[config.mk]
export PLATFORM = sky130hd
export DESIGN_NAME = sm_serial_sub_flat
export DESIGN_NICKNAME = d
export VERILOG_FILES = /design/src/rtl/sm_pkg.sv /design/src/rtl/sm_serial_sub_if.sv /design/src/rtl/sm_mag_compare.sv /design/src/rtl/sm_serial_sub.sv /design/src/flat_wrapper.sv
export SDC_FILE = /design/constraint.sdc
export NUM_CORES = 1
export LEC_CHECK = 0
export CAP_MARGIN = 25
export CORE_AREA = 2 2 129 131
export CTS_CLUSTER_SIZE = 10
export DETAILED_ROUTE_END_ITERATION = 8
export DIE_AREA = 0 0 131 133
export GPL_TIMING_DRIVEN = 1
export MAX_ROUTING_LAYER = met4
export PLACE_DENSITY = 0.54
export SETUP_SLACK_MARGIN = 0.3
export SLEW_MARGIN = 25
export SYNTH_ARGS = -nofsm -noshare
export SYNTH_HDL_FRONTEND = slang
export SYNTH_SLANG_ARGS = --single-unit
export TNS_END_PERCENT = 30
[constraint.sdc]
create_clock -name clk -period 3 [get_ports clk]
set_clock_uncertainty 0.1 [all_clocks]
set_input_delay 0.6 -clock clk [delete_from_list [all_inputs] [get_ports clk]]
set_output_delay 0.6 -clock clk [all_outputs]
set_load 0.1 [all_outputs]
[src/rtl/sm_pkg.sv]
// Shared constants and types for the sign-magnitude serial arithmetic blocks.
package sm_pkg;

    localparam int unsigned SM_WIDTH    = 16;
    localparam int unsigned SM_SIGN_BIT = SM_WIDTH - 1;
    localparam int unsigned SM_MAG_W    = SM_WIDTH - 1;
    localparam int unsigned SM_CNT_W    = 4;

    // The counter walks the magnitude bits, then spends one extra count on write-back.
    localparam logic [SM_CNT_W-1:0] SM_CNT_FIN = SM_CNT_W'(SM_MAG_W);

    localparam logic OP_ADD = 1'b0;
    localparam logic OP_SUB = 1'b1;

    typedef enum logic [1:0] {
        IDLE,
        CALC,
        DONE
    } sm_state_e;

endpackage

[src/rtl/sm_serial_sub_if.sv]
// Operand/result handshake bundle for sm_serial_sub; the op signal exists only
// when SM_SUB_ADD_MODE_EN is defined.
interface sm_serial_sub_if;
    import sm_pkg::*;

    logic                in_valid;
    logic                in_ready;
    logic [SM_WIDTH-1:0] a;
    logic [SM_WIDTH-1:0] b;
`ifdef SM_SUB_ADD_MODE_EN
    logic                op;
`endif
    logic                out_valid;
    logic                out_ready;
    logic [SM_WIDTH-1:0] result;
    logic                overflow;
    logic                zero;

`ifdef SM_SUB_ADD_MODE_EN
    modport master (
        output in_valid, a, b, op, out_ready,
        input  in_ready, out_valid, result, overflow, zero
    );
    modport slave (
        input  in_valid, a, b, op, out_ready,
        output in_ready, out_valid, result, overflow, zero
    );
`else
    modport master (
        output in_valid, a, b, out_ready,
        input  in_ready, out_valid, result, overflow, zero
    );
    modport slave (
        input  in_valid, a, b, out_ready,
        output in_ready, out_valid, result, overflow, zero
    );
`endif

endinterface

[src/rtl/sm_mag_compare.sv]
// Combinational unsigned magnitude comparator used to order operands at capture.
module sm_mag_compare #(
    parameter int unsigned Width = 15
) (
    input  logic [Width-1:0] a_i,
    input  logic [Width-1:0] b_i,
    output logic             gt_o,
    output logic             eq_o
);

    assign gt_o = (a_i > b_i);
    assign eq_o = (a_i == b_i);

endmodule

[src/rtl/sm_serial_sub.sv]
// Bit-serial sign-magnitude subtractor, one magnitude bit per cycle, LSB first.
// Defining SM_SUB_ADD_MODE_EN adds the op input (0 = add, 1 = subtract).
module sm_serial_sub
    import sm_pkg::*;
(
    input logic             clk,
    input logic             reset,
    sm_serial_sub_if.slave  sm_if
);

    sm_state_e             state_q, state_d;
    logic [SM_MAG_W-1:0]   x_q, x_d, y_q, y_d, mag_q, mag_d;
    logic [SM_CNT_W-1:0]   cnt_q, cnt_d;
    logic                  carry_q, carry_d;
    logic                  add_q, add_d;
    logic                  sign_q, sign_d;
    logic [SM_WIDTH-1:0]   result_q, result_d;
    logic                  overflow_q, overflow_d;
    logic                  zero_q, zero_d;

    logic a_gt, a_eq;
    logic a_sign, eff_b_sign;
    logic xb, yb, bit_res, bit_carry;

    sm_mag_compare #(
        .Width (SM_MAG_W)
    ) u_cmp (
        .a_i  (sm_if.a[SM_MAG_W-1:0]),
        .b_i  (sm_if.b[SM_MAG_W-1:0]),
        .gt_o (a_gt),
        .eq_o (a_eq)
    );

    assign a_sign = sm_if.a[SM_SIGN_BIT];
`ifdef SM_SUB_ADD_MODE_EN
    assign eff_b_sign = (sm_if.op == OP_SUB) ? ~sm_if.b[SM_SIGN_BIT] : sm_if.b[SM_SIGN_BIT];
`else
    assign eff_b_sign = ~sm_if.b[SM_SIGN_BIT];
`endif

    // One full adder / full subtractor cell; carry_q holds carry or borrow per add_q.
    assign xb        = x_q[0];
    assign yb        = y_q[0];
    assign bit_res   = xb ^ yb ^ carry_q;
    assign bit_carry = add_q ? ((xb & yb) | (carry_q & (xb ^ yb)))
                             : ((~xb & yb) | (~(xb ^ yb) & carry_q));

    always_comb begin
        state_d    = state_q;
        x_d        = x_q;
        y_d        = y_q;
        mag_d      = mag_q;
        cnt_d      = cnt_q;
        carry_d    = carry_q;
        add_d      = add_q;
        sign_d     = sign_q;
        result_d   = result_q;
        overflow_d = overflow_q;
        zero_d     = zero_q;

        unique case (state_q)
            IDLE: begin
                if (sm_if.in_valid) begin
                    state_d = CALC;
                    cnt_d   = '0;
                    carry_d = 1'b0;
                    mag_d   = '0;
                    if (a_sign == eff_b_sign) begin
                        add_d  = 1'b1;
                        x_d    = sm_if.a[SM_MAG_W-1:0];
                        y_d    = sm_if.b[SM_MAG_W-1:0];
                        sign_d = a_sign;
                    end else if (a_gt || a_eq) begin
                        add_d  = 1'b0;
                        x_d    = sm_if.a[SM_MAG_W-1:0];
                        y_d    = sm_if.b[SM_MAG_W-1:0];
                        sign_d = a_sign;
                    end else begin
                        add_d  = 1'b0;
                        x_d    = sm_if.b[SM_MAG_W-1:0];
                        y_d    = sm_if.a[SM_MAG_W-1:0];
                        sign_d = eff_b_sign;
                    end
                end
            end
            CALC: begin
                if (cnt_q == SM_CNT_FIN) begin
                    state_d    = DONE;
                    cnt_d      = '0;
                    overflow_d = add_q & carry_q;
                    zero_d     = (mag_q == '0);
                    // Zero magnitude always reports +0.
                    result_d   = {sign_q & (mag_q != '0), mag_q};
                end else begin
                    x_d     = x_q >> 1;
                    y_d     = y_q >> 1;
                    mag_d   = {bit_res, mag_q[SM_MAG_W-1:1]};
                    carry_d = bit_carry;
                    cnt_d   = cnt_q + 1'b1;
                end
            end
            DONE: begin
                if (sm_if.out_ready) begin
                    state_d = IDLE;
                end
            end
            default: state_d = IDLE;
        endcase
    end

    always_ff @(posedge clk or posedge reset) begin
        if (reset) begin
            state_q    <= IDLE;
            x_q        <= '0;
            y_q        <= '0;
            mag_q      <= '0;
            cnt_q      <= '0;
            carry_q    <= 1'b0;
            add_q      <= 1'b0;
            sign_q     <= 1'b0;
            result_q   <= '0;
            overflow_q <= 1'b0;
            zero_q     <= 1'b0;
        end else begin
            state_q    <= state_d;
            x_q        <= x_d;
            y_q        <= y_d;
            mag_q      <= mag_d;
            cnt_q      <= cnt_d;
            carry_q    <= carry_d;
            add_q      <= add_d;
            sign_q     <= sign_d;
            result_q   <= result_d;
            overflow_q <= overflow_d;
            zero_q     <= zero_d;
        end
    end

    assign sm_if.in_ready  = (state_q == IDLE);
    assign sm_if.out_valid = (state_q == DONE);
    assign sm_if.result    = result_q;
    assign sm_if.overflow  = overflow_q;
    assign sm_if.zero      = zero_q;

endmodule

[src/flat_wrapper.sv]
// flat-port wrapper written by rule: the top's interface ports become plain ports
module sm_serial_sub_flat import sm_pkg::*;
  (clk, reset, sm_if_in_valid, sm_if_a, sm_if_b, sm_if_out_ready, sm_if_in_ready, sm_if_out_valid, sm_if_result, sm_if_overflow, sm_if_zero);
  sm_serial_sub_if sm_if_i ();
  input logic clk;
  input logic reset;
  input wire logic [$bits(sm_if_i.in_valid)-1:0] sm_if_in_valid;
  input wire logic [$bits(sm_if_i.a)-1:0] sm_if_a;
  input wire logic [$bits(sm_if_i.b)-1:0] sm_if_b;
  input wire logic [$bits(sm_if_i.out_ready)-1:0] sm_if_out_ready;
  output wire logic [$bits(sm_if_i.in_ready)-1:0] sm_if_in_ready;
  output wire logic [$bits(sm_if_i.out_valid)-1:0] sm_if_out_valid;
  output wire logic [$bits(sm_if_i.result)-1:0] sm_if_result;
  output wire logic [$bits(sm_if_i.overflow)-1:0] sm_if_overflow;
  output wire logic [$bits(sm_if_i.zero)-1:0] sm_if_zero;
  assign sm_if_i.in_valid = sm_if_in_valid;
  assign sm_if_i.a = sm_if_a;
  assign sm_if_i.b = sm_if_b;
  assign sm_if_i.out_ready = sm_if_out_ready;
  assign sm_if_in_ready = sm_if_i.in_ready;
  assign sm_if_out_valid = sm_if_i.out_valid;
  assign sm_if_result = sm_if_i.result;
  assign sm_if_overflow = sm_if_i.overflow;
  assign sm_if_zero = sm_if_i.zero;
  sm_serial_sub u_core (.clk(clk), .reset(reset), .sm_if(sm_if_i));
endmodule
Yosys cells after proc, flatten, opt, wreduce, memory -nomap -nowiden
Index checks and enable logic that the tools add are counted.
Word-level totals
  bits in read-only memories: 0
  memories: 0
  RAM bits: 0
  input bits: 36
  bits in latches: 0
  output and inout bits: 20
  register bits after elaboration: 72
  logic and storage cells: 72
Cells by class
  divide/modulo/power cells: 0
  reduce and logical (&&, ||, !) cells: 10
  shifts and indexed selects: 0
  eq/ne operators: 9
  $add $sub $neg: 1
  magnitude comparators: 1
  bitwise gates (word level): 13
  multiply operators: 0
  muxes and demuxes: 27
Operators with widths (count)
  two-way mux 15 bit: 10
  one-hot mux 15 bit (2 select lines): 3
  equality test 15 bit: 1
  > comparator 15 bit: 1
  zero test 15 bit: 1
  nonzero test 15 bit: 1
  two-way mux 4 bit: 2
  one-hot mux 4 bit (2 select lines): 1
  AND 1 bit: 6
  two-way mux 1 bit: 6
  two-way mux 2 bit: 3
  != test 2 bit, second input constant: 3
  one-hot mux 2 bit (3 select lines): 1
  AND reduction 2 bit: 3
  AND reduction 3 bit: 2
  adder 4 x 1 -> 4 bit, second input constant: 1
  equality test 4 bit, second input constant: 1
  NOT 1 bit: 3
  equality test 2 x 1 -> 1 bit, second input constant: 1
  equality test 2 bit, second input constant: 1
  zero test 2 bit: 1
  != test 2 x 1 -> 1 bit, second input constant: 1
  OR 1 bit: 2
  one-hot mux 1 bit (2 select lines): 1
  4 further kinds: 5

Depth between registers and ports, before layout
Gate-level depths: netlist of the first run.
  depth in word-level cells: 7
  gate-level depth with buffers: 8
  mapped depth without buffers: 7

Hierarchy
Synthesis of the first run repeated with hierarchy kept, for this count alone.
Second synthesis, totals
  cells, all modules: 414
  area total of the unflattened synthesis: 3854.9 sq um
Modules (own cells, without submodules)
  sm_serial_sub: area an instance 3455.8 sq um, times used 1, cells an instance 361
  sm_mag_compare: area an instance 399.1 sq um, times used 1, cells an instance 53

Worst setup path before layout of the first run
Ideal clock, no wire load.
  kind: reg-to-reg
  start point: register u_core.state_q[1]
  end point: register u_core.x_q[0]
  required time: 2.768 ns
  path buffers: 0
  setup time: 0.132 ns
  setup slack: 0.310 ns
  stages on the path, launching flop included: 5
  data arrival time: 2.458 ns
  cell sequence: dfrtp_1 nor2_1 nand2_1 a21oi_1 a31oi_2
On the way
  cells in the longest elaborated chain, start to end: 3
  elaborated cells on any way between the ends: 7
Ends and longest elaborated chain
  start, declared: line sm_serial_sub.sv:11  | sm_state_e state_q, state_d;
  start signal, assigned: line sm_serial_sub.sv:125  | state_q <= state_d;
  zero test 2 bit *
  net sm_if_in_ready: line flat_wrapper.sv:11  | output wire logic [$bits(sm_if_i.in_ready)-1:0] sm_if_in_ready;
  != test 2 bit (no line) / nonzero test 2 bit (equally long branches)
  AND reduction 3 bit (no line)
  end signal, assigned: line sm_serial_sub.sv:114  | x_q <= '0;
  end signal, assigned: line sm_serial_sub.sv:126  | x_q <= x_d;
  end, declared: line sm_serial_sub.sv:12  | logic [SM_MAG_W-1:0] x_q, x_d, y_q, y_d, mag_q, mag_d;
Mark *: on every way through the listed nets, which the timed path passes. The rest lies on a longest branch.
A chain may end at the register's enable or synchronous reset.

Worst setup path after layout of the first run
  start point: input port sm_if_a[12]
  end point: register u_core.y_q[4]
On the way
  cells in the longest elaborated chain, start to end: 6
  elaborated cells on any way between the ends: 7
Ends and longest elaborated chain
  start, declared: line flat_wrapper.sv:8  | input wire logic [$bits(sm_if_i.a)-1:0] sm_if_a;
  > comparator 15 bit / equality test 15 bit (equally long branches): line sm_mag_compare.sv:11, sm_mag_compare.sv:12
  logical OR 1 bit *: line sm_serial_sub.sv:73  | end else if (a_gt || a_eq) begin
  two-way mux 15 bit *: line sm_serial_sub.sv:73
  two-way mux 15 bit *: line sm_serial_sub.sv:68  | if (a_sign == eff_b_sign) begin
  two-way mux 15 bit *: line sm_serial_sub.sv:63  | if (sm_if.in_valid) begin
  one-hot mux 15 bit (2 select lines) *: line sm_serial_sub.sv:61  | unique case (state_q)
  end signal, assigned: line sm_serial_sub.sv:127  | y_q <= y_d;
  end, declared: line sm_serial_sub.sv:12
Every way passes the cells marked *; elsewhere a longest branch is shown, timed or not. The select of a mux whose other input is x is not followed.

==> impl.org, run 1 <==
** CTS
- In this run the clock root is driven by a sky130_fd_sc_hd__clkbuf_16.
- Cts hold-fix bufs :: 0
- Clock latency on the worst-skew pair, taken at its later pin, is about 340 ps.
- TritonCTS built the clock tree.
- The tree built by TritonCTS fans out to around 70 sinks.
- Buffer depth of the longest clock path :: 2
- Clock tree synthesis inserted a total of 9 buffers.
- H-tree depth reported by CTS :: 3
- Clock-pin slew was measured on the worst setup and hold paths at roughly 50 ps.

** Run
- Max-cap violations in this run came to 0.

** Timing
- Number of hold-slack violations in the final timing report :: 0
- Final number of max-transition violations :: 0
- Setup violations remaining at the end of the flow were counted as 0.
- At the pin with the least slew margin, the transition time is 511 ps.
- The worst pin sits at a relative slew slack of 0.659.
- Sum Neg Setup Slack :: 0 ps
- Hold timing on the final database bottoms out at a slack of 373 ps.
- Worst setup margin :: around 400 ps
- Minimum clock period :: about 2600 ps
- RSZ-0062 raised after global routing :: no
- Derived from the worst setup path, the maximum achievable clock frequency is about 380 MHz.
- Of the available clock period, the critical path in the final layout requires 0.869.

** Die
- The die covers 17400 µm².
- Initial Util :: 0.252
- The die is 131 µm wide.
- Floorplan Core Area :: around 16000 µm²
- Measured along the y axis, the die boundary spans 133 µm.
- After floorplanning, the core was divided into between 40 and 50 placement rows.
- Boundary pin count :: 56

** Layout
- The net count of the finished layout is 618.
- Fraction of final layout cells sized beyond drive strength 1 :: 0.194
- Post-synthesis to final-layout area growth :: 34.6%
- 0 antenna diodes ended up in the layout.

** Synthesis
- Cell type contributing the most total cell area after synthesis :: sky130_fd_sc_hd__dfrtp_1
- For this run, the register share of the synthesized area comes to 0.442.
- Yosys warnings :: 0
- By count the netlist is led by sky130_fd_sc_hd__nand2_1, sky130_fd_sc_hd__dfrtp_1, sky130_fd_sc_hd__a21oi_1.
- Area share of the largest cell type after synthesis :: 0.442
- After synthesis, the share of flip-flops with an asynchronous set or reset is 1.00.
- After synthesis, the cell types taking the most area are sky130_fd_sc_hd__dfrtp_1, sky130_fd_sc_hd__nand2_1, sky130_fd_sc_hd__a21oi_1.
- Synthesis produced ~500 cells.
- The synthesized design contains 0 enable-type register cells.
- sky130_fd_sc_hd__nand2_1 is the most common cell in the netlist.
- Average footprint of a synthesized cell :: 8.37 µm²
- After synthesis the netlist holds a flip-flop and latch count of just over 70.
- Dominant synthesized flop cell :: sky130_fd_sc_hd__dfrtp_1
- The cell area that synthesis handed to floorplanning was 4080 µm².
- Distinct cell type count of the synthesized netlist :: 43
- When the netlist entered floorplanning its net count stood at ~540.

** Worst setup path
- The signal on the critical path passes through clkdlybuf4s50_1 -> ha_4 -> a21oi_4 -> o221ai_2 -> or4_4 -> buf_12 -> o211ai_2 -> o211ai_1.
- The slowest stage of the critical path is the sky130_fd_sc_hd__or4_4 cell.
- The worst setup path is launched from an input port.
- Kind of critical path :: in -> reg
- Buf/Inv on CP :: 2
- On the worst path, the slowest cell contributes a delay of 640 ps.
- Kind of cell adding the most delay to the critical path :: buffers and inverters
- Of all nets on the critical path, the largest fanout is 7.
- Required time at the endpoint of the critical path :: ~3100 ps
- CP Data Arrival Time :: around 2700 ps
- Critical path endpoint category :: register

** Pwr
- Of the total power, registers draw 0.335.
- In this run the power density over the cells is about 900 nW/µm².
- Part of the power in combinational logic :: 0.439
- Switching share of power :: 0.436
- Static leakage power :: roughly 2.5 nW
- IR analysis of the VDD net gives a maximum drop of roughly 0.56 mV.
- Part of the power in the clock network :: 0.226
- The internal power of the cells totals around 2.8 mW.
- Total power :: 4.95 mW
- For this design the total switching power over the nets is around 2.2 mW.

** Placement
- Post-DP HPWL :: 7.79 mm
- Setup Slack @ Placement :: -50.7 ps
- Routability-driven placement finished with a final weighted congestion of slightly below 0.9.
- Number of buffers inserted by port buffering :: between 50 and 60

** Drt
- Drt initial violations :: 254
- In the routed layout, each cell is associated on average with a via count of roughly 4.7.
- The first detailed-routing pass ran for 7 iterations.
- After detailed routing, the average wire length per cell comes to ~14 µm.
- Number of nets with antenna violations after detailed routing :: 0
- In the routed design, unresolved DRC markers number 0.
- Wires add up to around 11 mm.
- Summing over every cut layer, the via total after detailed routing is 3689.

** GRT
- The via count of the first global-routing pass is approximately 3600.
- Total overflow reported by the global router :: 0
- In the global route stage, overall resource usage came out at 0.134.
- Maximum number of pins on one net before global-route repair :: 59
- Initial antenna violation count :: 0
- Global-route wire length before repair :: roughly 18 mm

** Outcome
- Status :: finished clean

** Min path
- Kind of path behind the tightest hold check :: reg -> reg
-- worst paths after layout --
check / depth (start not counted) / from / slack (ps) / to
setup / recovery: 8 / sm_if_a[12] / 390 / u_core.y_q[4]$_DFFE_PP0P_
hold / removal: 2 / u_core.sm_if.result[1]$_DFFE_PP0P_ / 370 / u_core.sm_if.result[1]$_DFFE_PP0P_
setup reg to reg: 7 / u_core.cnt_q[0]$_DFFE_PP0P_ / 1090 / u_core.x_q[8]$_DFFE_PP0P_
hold reg to reg: 2 / u_core.sm_if.result[1]$_DFFE_PP0P_ / 370 / u_core.sm_if.result[1]$_DFFE_PP0P_
max in group asynchronous: 3 / reset / 1670 / u_core.sm_if.result[12]$_DFFE_PP0P_
min in group asynchronous: 2 / reset / 490 / u_core.x_q[11]$_DFFE_PP0P_
-- what timing repair did --
action / CTS / global route
endpoints found under the setup margin: 0 / 30
setup buffers: 0 / 3
hold endpoints to repair: 0 / 0
resized for setup: 0 / 20
-- state kept, by name, indices dropped and copies added, names as in the netlist --
signal                 flops
u_core.sm_if.result       16
u_core.y_q                15
u_core.carry_q             1
u_core.add_q               1
u_core.sm_if.zero          1
u_core.mag_q              15
u_core.sign_q              1
u_core.cnt_q               4
u_core.state_q             2
u_core.sm_if.overflow      1
u_core.x_q                15
-- worst register-to-register path: stages (launching register included) --
cell and delay (ps):
sky130_fd_sc_hd__dfrtp_1 410, sky130_fd_sc_hd__ha_1 230, sky130_fd_sc_hd__nand3_1 190, sky130_fd_sc_hd__a21oi_4 240, sky130_fd_sc_hd__buf_12 260, sky130_fd_sc_hd__nor2_1 100
sky130_fd_sc_hd__a21oi_1 150, sky130_fd_sc_hd__o211ai_1 100
-- layout by cell type (no fill, tap or decap), types with 7 or more instances in the layout --
cell / synthesis / layout
sky130_fd_sc_hd__ha_1: 16 / 11
sky130_fd_sc_hd__o21ai_0: 25 / 25
sky130_fd_sc_hd__a31oi_1: 7 / 7
sky130_fd_sc_hd__nand2_1: 130 / 130
sky130_fd_sc_hd__o21ai_1: 8 / 8
sky130_fd_sc_hd__o211ai_2: 7 / 7
sky130_fd_sc_hd__inv_1: 19 / 15
sky130_fd_sc_hd__a21oi_1: 45 / 41
sky130_fd_sc_hd__o211ai_1: 21 / 21
sky130_fd_sc_hd__clkbuf_16: 0 / 10
sky130_fd_sc_hd__clkdlybuf4s50_1: 0 / 30
sky130_fd_sc_hd__dfrtp_1: 72 / 72
sky130_fd_sc_hd__buf_4: 1 / 54
sky130_fd_sc_hd__nand3_1: 18 / 18
sky130_fd_sc_hd__nor2_1: 41 / 41
sky130_fd_sc_hd__and2_1: 8 / 8
-- through the flow --
step | util | std cells | area [µm²]
after global placement | 0.311 | 769 | 5030
after CTS | 0.330 | 784 | 5340
final | 0.339 | 788 | 5490
after floorplan | - | 487 | 4080
after global routing | 0.339 | 788 | 5490
after detailed placement | 0.311 | 769 | 5030
-- power by group through the flow --
| stage | Sequential, mW | Combinational (mW) | Clock (mW) |
|---|---|---|---|
| floorplan | 2.08 | 1.16 | 0 |
| global placement | 1.66 | 2.12 | 0 |
| detailed placement | 1.67 | 2.15 | 0 |
| CTS | 1.66 | 2.16 | 1.15 |
| global route | 1.72 | 2.41 | 1.19 |
| finish | 1.66 | 2.17 | 1.12 |
-- per-layer routing --
metal / vias up / wire, µm / global-route usage
li1: 1822 / - / -
met1: 1763 / 5070 / 0.173
met2: 89 / 5030 / 0.200
met3: 15 / 639 / 0.0392
met4: 0 / 161 / 0.0431
met5: - / 0 / -
-- cell type report --
class                      instances  area (µm²)
tap                              220         275
inverter                          19        71.3
multi-input combinational        368        2170
fill                            1713       10700
clock buffer                      11         233
sequential                        72        1800
clock inverter                     4        70.1
timing repair buffer              94         865
-- kinds of logic (layout without fill, tap and decap cells) --
group | Yosys count | count (layout) | share of synthesized area
and+or+nand+nor | 220 | 220 | 0.243
AOI/OAI and AO/OA | 128 | 128 | 0.201
DFF | 72 | 72 | 0.442
buffers and inverters | 47 | 128 | 0.0504
adders and majority gates | 18 | 18 | 0.0589
xor gates and xnor gates | 1 | 1 | 0.00215
muxes | 1 | 1 | 0.00246
Note: power is estimated with default switching activity, not from simulation.
==> inputs of run 2 (changes only) <==
==> constraint.sdc (replaced) <==
create_clock -name clk -period 2.6 [get_ports clk]
set_clock_uncertainty 0.1 [all_clocks]
set_input_delay 0.52 -clock clk [delete_from_list [all_inputs] [get_ports clk]]
set_output_delay 0.52 -clock clk [all_outputs]
set_load 0.02 [all_outputs]
==> run 2 against run 1 <==
  * Total power grew 8.2%
  * Flip-flop and latch count is the same
  * Critical path type unchanged
  * Critical endpoint is now u_core.y_q[10]$_DFFE_PP0P_
  * First-iteration DRC count shrank 13%
==> impl.org, run 2 (synthesis gave the netlist of run 1 again) <==
** Worst setup path
- In this run the critical register-to-register path is launched from u_core.cnt_q[0]$_DFFE_PP0P_.
- Data arrives at the worst endpoint at ~2400 ps.
- Measured in cells, the most critical reg-to-reg path has a length of 7.
- For the worst setup path, the data required time is 2700 ps.
- Of all nets on the critical path, the largest fanout is 8.
- The worst register-to-register path has a setup slack of between 600 and 700 ps.
- The worst setup path is launched from an input port.
- The critical path is of the in -> reg type.
- Critical path endpoint category :: register
- The endpoint identified for the worst register-to-register timing path is u_core.x_q[7]$_DFFE_PP0P_.

** Placement
- Post-DP HPWL :: approximately 7.7 mm
- Last weighted congestion value of the routability-driven placer :: approximately 0.87
- In this run the cell area measured after placement is a little over 5000 µm².
- The count of buffers added on input and output ports is 55.

** Timing
- The number of slew-limit violations in the final report is 0.
- Number of hold-slack violations in the final timing report :: 0
- Sum Neg Setup Slack :: 0 ps
- For the pin with the worst max-slew slack, the measured transition is 521 ps.
- The worst pin sits at a relative slew slack of 0.652.
- Setup violations remaining at the end of the flow were counted as 0.
- Setup repair after global routing could not meet its margin everywhere.
- Counting I/O delays and the setup requirement, the final critical path takes 2250 ps.
- Fmax :: about 440 MHz
- Final critical-path share of the clock period :: 0.866

** Drt
- Using the TritonRoute via totals, the vias-per-cell ratio works out to between 4 and 5.
- The detailed router placed around 3800 vias in this run.
- Drt initial violations :: 220
- After detailed routing, the average wire length per cell comes to about 14 µm.
- DR pass1 iterations :: 4
- Number of nets with antenna violations after detailed routing :: 0
- For this run, design rule violations remaining after detail routing come to 0.
- Post-Route WL :: 11.0 mm

** Die
- The floorplan step defined a die boundary enclosing around 17000 µm².
- Die Span X :: roughly 130 µm
- Boundary pin count :: 56
- Initial Util :: 0.252
- The die is between 100 and 150 µm tall.
- Row generation in the floorplan step produced 47 rows.
- Floorplan Core Area :: 16200 µm²

** Layout
- After filler insertion, the fill cell instance count of the layout stands at between 1500 and 2000.
- Post-synthesis to final-layout area growth :: 41.2%
- Most frequent standard cell in the layout excluding fill and tap cells :: sky130_fd_sc_hd__nand2_1
- Summing all flip-flop and latch instances after layout gives ~1800 µm².
- In the final layout, the share of cells above drive strength 1 is 0.214.
- Once layout is complete, the utilization of the core stands at 0.356.
- Final design area excluding fillers :: about 5800 µm²
- Area of the multi-input gates :: approximately 2300 µm²
- Final net count :: roughly 630
- The register with the most flip-flops in the layout has 16 of them.
- In the layout the commonest cells are sky130_fd_sc_hd__nand2_1, sky130_fd_sc_hd__dfrtp_1, sky130_fd_sc_hd__buf_4.

** Min path
- Kind of path behind the tightest hold check :: reg -> reg
- The worst hold path begins at u_core.sm_if.result[15]$_DFFE_PP0P_.
- Worst Hold Path Cells :: 2
- The path with the worst hold slack has its endpoint at u_core.sm_if.result[15]$_DFFE_PP0P_.

** CTS
- Cts bufs inserted :: 9
- Cts hold-fix bufs :: 0
- Buffer type at the clock tree root :: sky130_fd_sc_hd__clkbuf_16
- The H-tree was split into 3 levels.
- Clock latency on the worst-skew pair, taken at its later pin, is about 330 ps.
- For this design, the sink count on the clock tree is around 70.
- Post-CTS clock slew at the launch and capture registers of the worst setup and hold paths :: 60 ps
- TritonCTS built the clock tree.
- Buffer depth of the longest clock path :: 2

** GRT
- Number of global-route vias before repair :: between 3000 and 4000
- Aggregate global-route resource usage :: 0.137
- The first global-routing pass estimated ~19 mm of wire.
- Initial antenna violation count :: 1
- Maximum number of pins on one net before global-route repair :: 73
- Global routing finished with a remaining overflow of 0.

** Run
- The tool flagged a number of max-cap violations equal to 0.

** Pwr
- Total power :: 5.36 mW
- Internal power summed over all cells :: 3.34 mW
- The share of total power dissipated in combinational logic is 0.394.
- The share of total power dissipated in the clock network is 0.249.
- Seq pwr share :: 0.357
- Switching share of power :: 0.376
- IR analysis of the VDD net gives a maximum drop of 0.410 mV.
- The analysis attributes to net switching a power of 2.02 mW.
- Summed over all cells, the static leakage comes to roughly 2.5 nW.
- Power density of the placed cells :: 931 nW/µm²

** Outcome
- The flow ran to the end, and the final reports show no timing, DRC or antenna violations.
run 2: cell type report:
| type | count | area share |
|---|---|---|
| Antenna cell | 1 | 0.000435 |
| Clock buffer | 11 | 0.0422 |
| Clock inverter | 5 | 0.0139 |
| Inverter | 19 | 0.0130 |
| Multi-Input combinational cell | 368 | 0.392 |
| Sequential cell | 72 | 0.313 |
| Tap cell | 220 | 0.0478 |
| Timing Repair Buffer | 109 | 0.177 |
run 2: critical path, cell delays in order:
cell and delay (ps):
sky130_fd_sc_hd__dlygate4sd2_1 280, sky130_fd_sc_hd__ha_4 230, sky130_fd_sc_hd__a21oi_2 160, sky130_fd_sc_hd__o221ai_2 120, sky130_fd_sc_hd__or4_4 610, sky130_fd_sc_hd__nor2_4 280, sky130_fd_sc_hd__o211ai_1 140
run 2: through the flow:
step | instances | worst slack (ps) | hold WS (ps)
2_1_floorplan | 487 | 301 | 351
3_3_place_gp | 778 | -350 | 353
3_5_place_dp | 778 | -388 | 358
4_1_cts | 801 | 302 | 371
5_1_grt | 805 | 267 | 391
6_report | 805 | 347 | 364
run 2: worst max-delay path by stage:
| stage | depth (start not counted) | slack [ps] | from | to |
|---|---|---|---|---|
| 3_3_place_gp | 9 | -350 | sm_if_b[10] | u_core.x_q[9]$_DFFE_PP0P_ |
| 5_1_grt | 11 | 270 | sm_if_b[2] | u_core.y_q[9]$_DFFE_PP0P_ |
| 6_report | 7 | 350 | sm_if_a[10] | u_core.y_q[10]$_DFFE_PP0P_ |
| 3_5_place_dp | 9 | -390 | sm_if_b[10] | u_core.y_q[5]$_DFFE_PP0P_ |
| 2_1_floorplan | 8 | 300 | sm_if_b[14] | u_core.y_q[3]$_DFFE_PP0P_ |
| 4_1_cts | 9 | 300 | sm_if_b[13] | u_core.y_q[5]$_DFFE_PP0P_ |
run 2: what timing repair did:
action,CTS,global route
buffers inserted,6,3
gates resized for setup,64,10
setup endpoints to repair,31,31
cloned,1,0
pin swaps,13,11
run 2: power groups by stage:
stage	logic, mW	registers [mW]	clock network, mW
floorplan	1.30	1.93	0
global placement	1.99	1.91	0
detailed placement	2.03	1.93	0
CTS	2.09	1.91	1.36
global route	2.40	1.98	1.41
finish	2.11	1.91	1.34
run 2: routing by layer:
| layer | global-route usage | part of all wire | up-vias | wire length, µm |
|---|---|---|---|---|
| li1 | - | - | 1863 | - |
| met1 | 0.179 | 0.46 | 1784 | 5070 |
| met2 | 0.210 | 0.47 | 105 | 5180 |
| met3 | 0.0319 | 0.053 | 17 | 581 |
| met4 | 0.0408 | 0.016 | 0 | 172 |
| met5 | - | 0 | - | 0 |
